==> src/rtl/pipe_pkg.sv <==
// Shared types and constants for the generic pipeline boundary register.
// State encoding, occupancy codes and the default EX/MEM control layout.
package pipe_pkg;

    typedef enum logic [1:0] {
        EMPTY = 2'd0,
        FULL  = 2'd1,
        SKID  = 2'd2
    } skid_state_t;

    localparam int EXMEM_CTRL_W = 16;

    typedef struct packed {
        logic       pcsrc;
        logic       regwrite;
        logic       memtoreg;
        logic       memwrite;
        logic [4:0] wa3;
        logic [6:0] ctrl;
    } exmem_ctrl_t;

    localparam logic [1:0] OCC_EMPTY = 2'd0;
    localparam logic [1:0] OCC_FULL  = 2'd1;
    localparam logic [1:0] OCC_SKID  = 2'd2;

endpackage

==> src/rtl/pipe_slot.sv <==
// One {valid, ctrl, data} holding register with load, clear and async reset.
// Build option PIPE_STAGE_NEGEDGE_EN moves the update to the falling clock edge.
module pipe_slot #(
    parameter int CTRL_W = 16,
    parameter int DATA_W = 64
) (
    input  logic              clk,
    input  logic              rst,
    input  logic              load,
    input  logic              clr,
    input  logic [CTRL_W-1:0] ctrl_d,
    input  logic [DATA_W-1:0] data_d,
    output logic              vld,
    output logic [CTRL_W-1:0] ctrl_q,
    output logic [DATA_W-1:0] data_q
);

    logic              vld_p0;
    logic [CTRL_W-1:0] ctrl_p0;
    logic [DATA_W-1:0] data_p0;

    // clear only drops the valid bit; the payload keeps its last value
`ifdef PIPE_STAGE_NEGEDGE_EN
    always_ff @(negedge clk or posedge rst) begin
`else
    always_ff @(posedge clk or posedge rst) begin
`endif
        if (rst) begin
            vld_p0 <= 1'b0;
        end else if (clr) begin
            vld_p0 <= 1'b0;
        end else if (load) begin
            vld_p0 <= 1'b1;
        end
    end

`ifdef PIPE_STAGE_NEGEDGE_EN
    always_ff @(negedge clk or posedge rst) begin
`else
    always_ff @(posedge clk or posedge rst) begin
`endif
        if (rst) begin
            ctrl_p0 <= '0;
            data_p0 <= '0;
        end else if (load && !clr) begin
            ctrl_p0 <= ctrl_d;
            data_p0 <= data_d;
        end
    end

    assign vld    = vld_p0;
    assign ctrl_q = ctrl_p0;
    assign data_q = data_p0;

endmodule

==> src/rtl/pipe_stage_skid.sv <==
// Pipeline boundary register with ready/valid handshake, 2-entry skid and flush.
// Define PIPE_STAGE_NEGEDGE_EN to clock all registers on the falling edge.
module pipe_stage_skid
    import pipe_pkg::*;
#(
    parameter int CTRL_W = 16,
    parameter int DATA_W = 64
) (
    input  logic              CLK,
    input  logic              RST,
    input  logic              FLUSH,
    input  logic              in_valid,
    output logic              in_ready,
    input  logic [CTRL_W-1:0] in_ctrl,
    input  logic [DATA_W-1:0] in_data,
    output logic              out_valid,
    input  logic              out_ready,
    output logic [CTRL_W-1:0] out_ctrl,
    output logic [DATA_W-1:0] out_data,
    output logic [1:0]        occ
);

    skid_state_t       state_p0;
    logic [1:0]        occ_p0;
    logic              rdy_en_p0;

    logic              main_vld;
    logic [CTRL_W-1:0] main_ctrl;
    logic [DATA_W-1:0] main_data;
    logic              skid_vld;
    logic [CTRL_W-1:0] skid_ctrl;
    logic [DATA_W-1:0] skid_data;

    logic              in_fire;
    logic              out_fire;
    logic              main_load;
    logic              main_clr;
    logic              main_sel_skid;
    logic              skid_load;
    logic              skid_clr;
    logic [CTRL_W-1:0] main_ctrl_d;
    logic [DATA_W-1:0] main_data_d;

    // rdy_en_p0 holds in_ready low until the first edge after reset release;
    // out_ready never reaches in_ready, keeping the ready chain registered
    assign in_ready = rdy_en_p0 && !skid_vld && !FLUSH && !RST;
    assign in_fire  = in_valid && in_ready;
    assign out_fire = main_vld && out_ready;

    always_comb begin
        main_load     = 1'b0;
        main_clr      = FLUSH;
        main_sel_skid = 1'b0;
        skid_load     = 1'b0;
        skid_clr      = FLUSH;
        if (!FLUSH) begin
            case (state_p0)
                EMPTY: main_load = in_fire;
                FULL: begin
                    if (in_fire && out_fire) begin
                        main_load = 1'b1;
                    end else if (out_fire) begin
                        main_clr = 1'b1;
                    end else if (in_fire) begin
                        skid_load = 1'b1;
                    end
                end
                SKID: begin
                    if (out_fire) begin
                        main_load     = 1'b1;
                        main_sel_skid = 1'b1;
                        skid_clr      = 1'b1;
                    end
                end
                default: ;
            endcase
        end
    end

    assign main_ctrl_d = main_sel_skid ? skid_ctrl : in_ctrl;
    assign main_data_d = main_sel_skid ? skid_data : in_data;

    // stage boundary: state, occupancy and ready enable
`ifdef PIPE_STAGE_NEGEDGE_EN
    always_ff @(negedge CLK or posedge RST) begin
`else
    always_ff @(posedge CLK or posedge RST) begin
`endif
        if (RST) begin
            state_p0  <= EMPTY;
            occ_p0    <= OCC_EMPTY;
            rdy_en_p0 <= 1'b0;
        end else begin
            rdy_en_p0 <= 1'b1;
            if (FLUSH) begin
                state_p0 <= EMPTY;
                occ_p0   <= OCC_EMPTY;
            end else begin
                case (state_p0)
                    EMPTY: begin
                        if (in_fire) begin
                            state_p0 <= FULL;
                            occ_p0   <= OCC_FULL;
                        end
                    end
                    FULL: begin
                        if (out_fire && !in_fire) begin
                            state_p0 <= EMPTY;
                            occ_p0   <= OCC_EMPTY;
                        end else if (in_fire && !out_fire) begin
                            state_p0 <= SKID;
                            occ_p0   <= OCC_SKID;
                        end
                    end
                    SKID: begin
                        if (out_fire) begin
                            state_p0 <= FULL;
                            occ_p0   <= OCC_FULL;
                        end
                    end
                    default: begin
                        state_p0 <= EMPTY;
                        occ_p0   <= OCC_EMPTY;
                    end
                endcase
            end
        end
    end

    pipe_slot #(
        .CTRL_W (CTRL_W),
        .DATA_W (DATA_W)
    ) u_main (
        .clk    (CLK),
        .rst    (RST),
        .load   (main_load),
        .clr    (main_clr),
        .ctrl_d (main_ctrl_d),
        .data_d (main_data_d),
        .vld    (main_vld),
        .ctrl_q (main_ctrl),
        .data_q (main_data)
    );

    pipe_slot #(
        .CTRL_W (CTRL_W),
        .DATA_W (DATA_W)
    ) u_skid (
        .clk    (CLK),
        .rst    (RST),
        .load   (skid_load),
        .clr    (skid_clr),
        .ctrl_d (in_ctrl),
        .data_d (in_data),
        .vld    (skid_vld),
        .ctrl_q (skid_ctrl),
        .data_q (skid_data)
    );

    // an empty main slot presents a bubble: control bits zeroed, data held
    assign out_valid = main_vld;
    assign out_ctrl  = main_vld ? main_ctrl : '0;
    assign out_data  = main_data;
    assign occ       = occ_p0;

endmodule

==> config.mk <==
export PLATFORM = sky130hd
export DESIGN_NAME = pipe_stage_skid
export DESIGN_NICKNAME = d
export VERILOG_FILES = /design/src/rtl/pipe_pkg.sv /design/src/rtl/pipe_slot.sv /design/src/rtl/pipe_stage_skid.sv
export SDC_FILE = /design/constraint.sdc
export NUM_CORES = 1
export LEC_CHECK = 0
export ABC_CLOCK_PERIOD_IN_PS = 6600
export CAP_MARGIN = 20
export CORE_MARGIN = 2
export CORE_UTILIZATION = 50
export DETAILED_ROUTE_END_ITERATION = 8
export PLACE_DENSITY = 0.92
export SLEW_MARGIN = 30
export SYNTH_ARGS = -nofsm -noshare
export SYNTH_HDL_FRONTEND = slang
export SYNTH_SLANG_ARGS = --single-unit
==> constraint.sdc <==
create_clock -name CLK -period 6.6 [get_ports CLK]
set_input_delay 0.99 -clock CLK [delete_from_list [all_inputs] [get_ports CLK]]
set_output_delay 0.99 -clock CLK [all_outputs]
set_load 0.01 [all_outputs]
==> reports/qor_table.md <==
| Result | This run | Unit |
|:---|:---|:---|
| Number of buffers inserted for hold repair after clock tree synthesis | 0 | - |
| Number of synthesized flops with an enable pin | 0 | - |
| LEAKAGE | 4.52 | nW |
| Largest fanout on the critical path | 6 | - |
| Antenna violations before repair | 0 | - |
| Sort of element at the start of the critical path | primary input | - |
| Post-route cell area | 9370 | µm² |
| Setup-failing EPs final | 0 | - |
| Final Critical Period | 3.84 | ns |
| Commonest cells in the netlist | dfrtp_1, nand2_1, nor2_1, a31oi_1, mux2_1 | - |
| Worst max-slew margin expressed relative to the limit | 0.422 | - |
| Post-synthesis cell count | 655 | - |
| Tcrit/Tclk final | 0.582 | - |
| Number of buffers added by the clock tree synthesis step | 17 | - |
| Number of buffers on the longest clock path | 2 | - |
| Pin count of the biggest net entering global routing | 104 | - |
| Syn Nets | 740 | - |
| Setup Skew | 0.0105 | ns |
| Post-Synthesis Mean Instance Area | 10.8 | µm² |
| First-pass GRT wire length | 26,700 | µm |
| Reg2reg start | u_main.vld | - |
| Post-synthesis cell type count | 27 | - |
| Beginning of the worst hold path | u_skid.data_q[11] | - |
| Ordered list of cells on the worst path | clkdlybuf4s50_1, or4b_4, inv_1, clkdlybuf4s50_1 | - |
| Routed WL per cell | 16.8 | µm |
| Top-area cell type share of the netlist area | 0.583 | - |
| Cell type with the highest aggregate area in the netlist | dfrtp_1 | - |
| Post-CTS Repair Setup Buffers | 0 | - |
| Sum of net half-perimeters after detailed placement | 10,600 | µm |
| Via density per instance | 5.44 | - |
| Clock network latency to the later pin of the worst-skew pair | 0.43 | ns |
| Final Hold Violating Endpoints | 0 | - |
| Sink Count | 165 | - |
| Fill count | 1,028 | - |
| Area after DPL | 8680 | µm² |
| Sequential-to-total area share from yosys stat | 0.583 | - |
| Via Count | 5,423 | - |
| Number of design-rule violations left by the first detailed-router iteration | 409 | - |
| Post-cts repair resize count | 0 | - |
| Slowest stage cell on the critical path | or4b_4 | - |
| Required time of the critical path | 5.61 | ns |
| Result of the run | completed | - |
| Length of the first detailed-routing pass in iterations | 5 | - |
| Setup tns final | 0 | ns |
| Area growth from synthesis to layout | 32.3 | % |
| Placeable core area | 13,900 | µm² |
| Effective utilization at floorplan | 0.510 | - |
| DP Worst Slack | 2.75 | ns |
| Remaining routing DRC violations | 0 | - |
| Total number of yosys warnings | 0 | - |
| Seq cells post-synth | 165 | - |
| Height of the die | 123 | µm |
| Worst hold-check path type | register to register | - |
| Routed Antenna Nets | 0 | - |
| I/O Buffers | 168 | - |
| Die Outline Area | 15,100 | µm² |
| Cell at the root of the clock tree | clkbuf_16 | - |
| Final max-slew violation count | 0 | - |
| Post-detailed-routing wire length | 16,700 | µm |
| Pwr dens | 297 | nW/µm² |
| Routability congestion estimate | 0.822 | - |
| Core Util, Final | 0.675 | - |
| Synth async-reset ratio | 1.00 | - |
| Most frequent cell on the critical path | clkdlybuf4s50_1 | - |
| RSZ-0062 raised after global routing | no | - |
| Reg clk slew, reported paths | 0.06 | ns |
| Critical Path AT | 2.85 | ns |
| CTS tree | built | - |
| Fmax | 0.260 | GHz |
| Top-count cell post-synth | dfrtp_1 | - |
| Via count of the first global-routing pass | 5,484 | - |
| Die Width | 123 | µm |
| Met1 track utilization from global routing | 0.283 | - |
| Max cap viols | 0 | - |
| Predominant post-synthesis flop cell | dfrtp_1 | - |
| Net count, final | 887 | - |
| Slowest Stage Delay on Critical Path | 0.65 | ns |
| Share of final-layout standard cells stronger than drive strength 1 | 0.0540 | - |
| GR met2 Demand/Resource | 0.383 | - |
| Transition time of the tightest slew-check pin | 0.864 | ns |
| Overall routing resource usage | 0.228 | - |
| Most Crowded Layer GR | met2 | - |
| I/O Pins | 169 | - |
| Leftover overflow at the end of global routing | 0 | - |
| H-tree Lvls | 4 | - |
| Total standard cell area after synthesis | 7080 | µm² |
| Critical path startpoint | FLUSH | - |
| Worst Setup Slack, final | 2.76 | ns |
| Row count | 43 | - |
| Category of the worst setup path capture point | primary output | - |
| Largest vdd supply drop | 0.180 | mV |
| Cell types occupying the most area after synthesis | dfrtp_1, mux2_1, nand2_1, a31oi_1, nor2_1 | - |
| Grt met3 use | 0.0544 | - |
| Worst Path Class, Setup | primary input to primary output | - |
-- routing by layer --
metal,vias to the layer above,part of all wire
li1,2516,-
met1,2696,0.42
met2,181,0.50
met3,30,0.058
met4,0,0.026
met5,-,0
-- critical path: cells and delay by family --
| kind | cells | cell delay [ns] |
|---|---|---|
| buffers and inverters | 3 | 1.21 |
| AND/OR/NAND/NOR | 1 | 0.65 |
-- sequential cells by signal, indices dropped and copies added, names as in the netlist --
name and flops:
u_skid.data_q 64, occ 2, rdy_en_p0 1, u_main.vld 1
u_main.data_q 64, u_skid.vld 1, u_main.ctrl_q 16, u_skid.ctrl_q 16
-- placed cells by master (no fill, tap or decap), drive strengths merged --
cell,Yosys,layout
nand2b,1,1
conb,1,1
nor4,1,1
o211ai,1,1
a31oi,81,81
bufinv,0,6
clkdlybuf4s50,0,168
nor2,83,83
o21bai,1,1
a21oi,2,2
mux2i,1,1
nor3,1,1
inv,4,5
or4,1,1
or4b,1,1
o31ai,1,1
clkbuf,20,21
diode,0,1
clkinv,0,2
nand2,164,164
a211oi,2,2
or3,1,1
clkinvlp,0,2
mux2,80,80
and2,16,16
a21boi,1,1
buf,26,6
dfrtp,165,165
-- layout make-up --
type	count	area, µm²	share of cell area
Antenna cell	1	2.50	0.000267
Clock buffer	21	460	0.0492
Clock inverter	11	221	0.0236
Inverter	4	22.5	0.00240
Multi-Input combinational cell	440	2580	0.275
Sequential cell	165	4130	0.441
Tap cell	180	225	0.0240
Timing Repair Buffer	174	1730	0.184
-- worst paths after layout --
check	to	slack, ns	depth (start not counted)
worst max-delay path	in_ready	2.76	4
worst min-delay path	u_skid.data_q[11]	0.49	1
worst max register to register	u_main.data_q[61]	3.69	5
worst min register to register	u_skid.data_q[11]	0.49	1
max in group asynchronous	u_skid.data_q[32]	4.23	3
min in group asynchronous	u_skid.ctrl_q[4]	1.12	2
-- through the flow --
stage | total power [mW] | cells | hold WS [ns]
after global routing | 2.90 | 995 | 0.503
after detailed placement | 1.67 | 963 | 0.482
after global placement | 1.64 | 963 | 0.474
after floorplan | 1.41 | 655 | 0.465
final | 2.79 | 996 | 0.491
after CTS | 2.80 | 995 | 0.496
-- where the power goes --
group          total, mW  switching (mW)  internal, mW
Clock               1.14           0.403         0.733
Combinational      0.427           0.180         0.247
Sequential          1.22          0.0774          1.15
-- cells by family after synthesis --
kind of cell    synth area share
compound gates            0.0793
buf+inv                   0.0535
mux                        0.129
simple gates               0.155
other cells             0.000529
flops                      0.583
(Power assumes the default switching activity.)
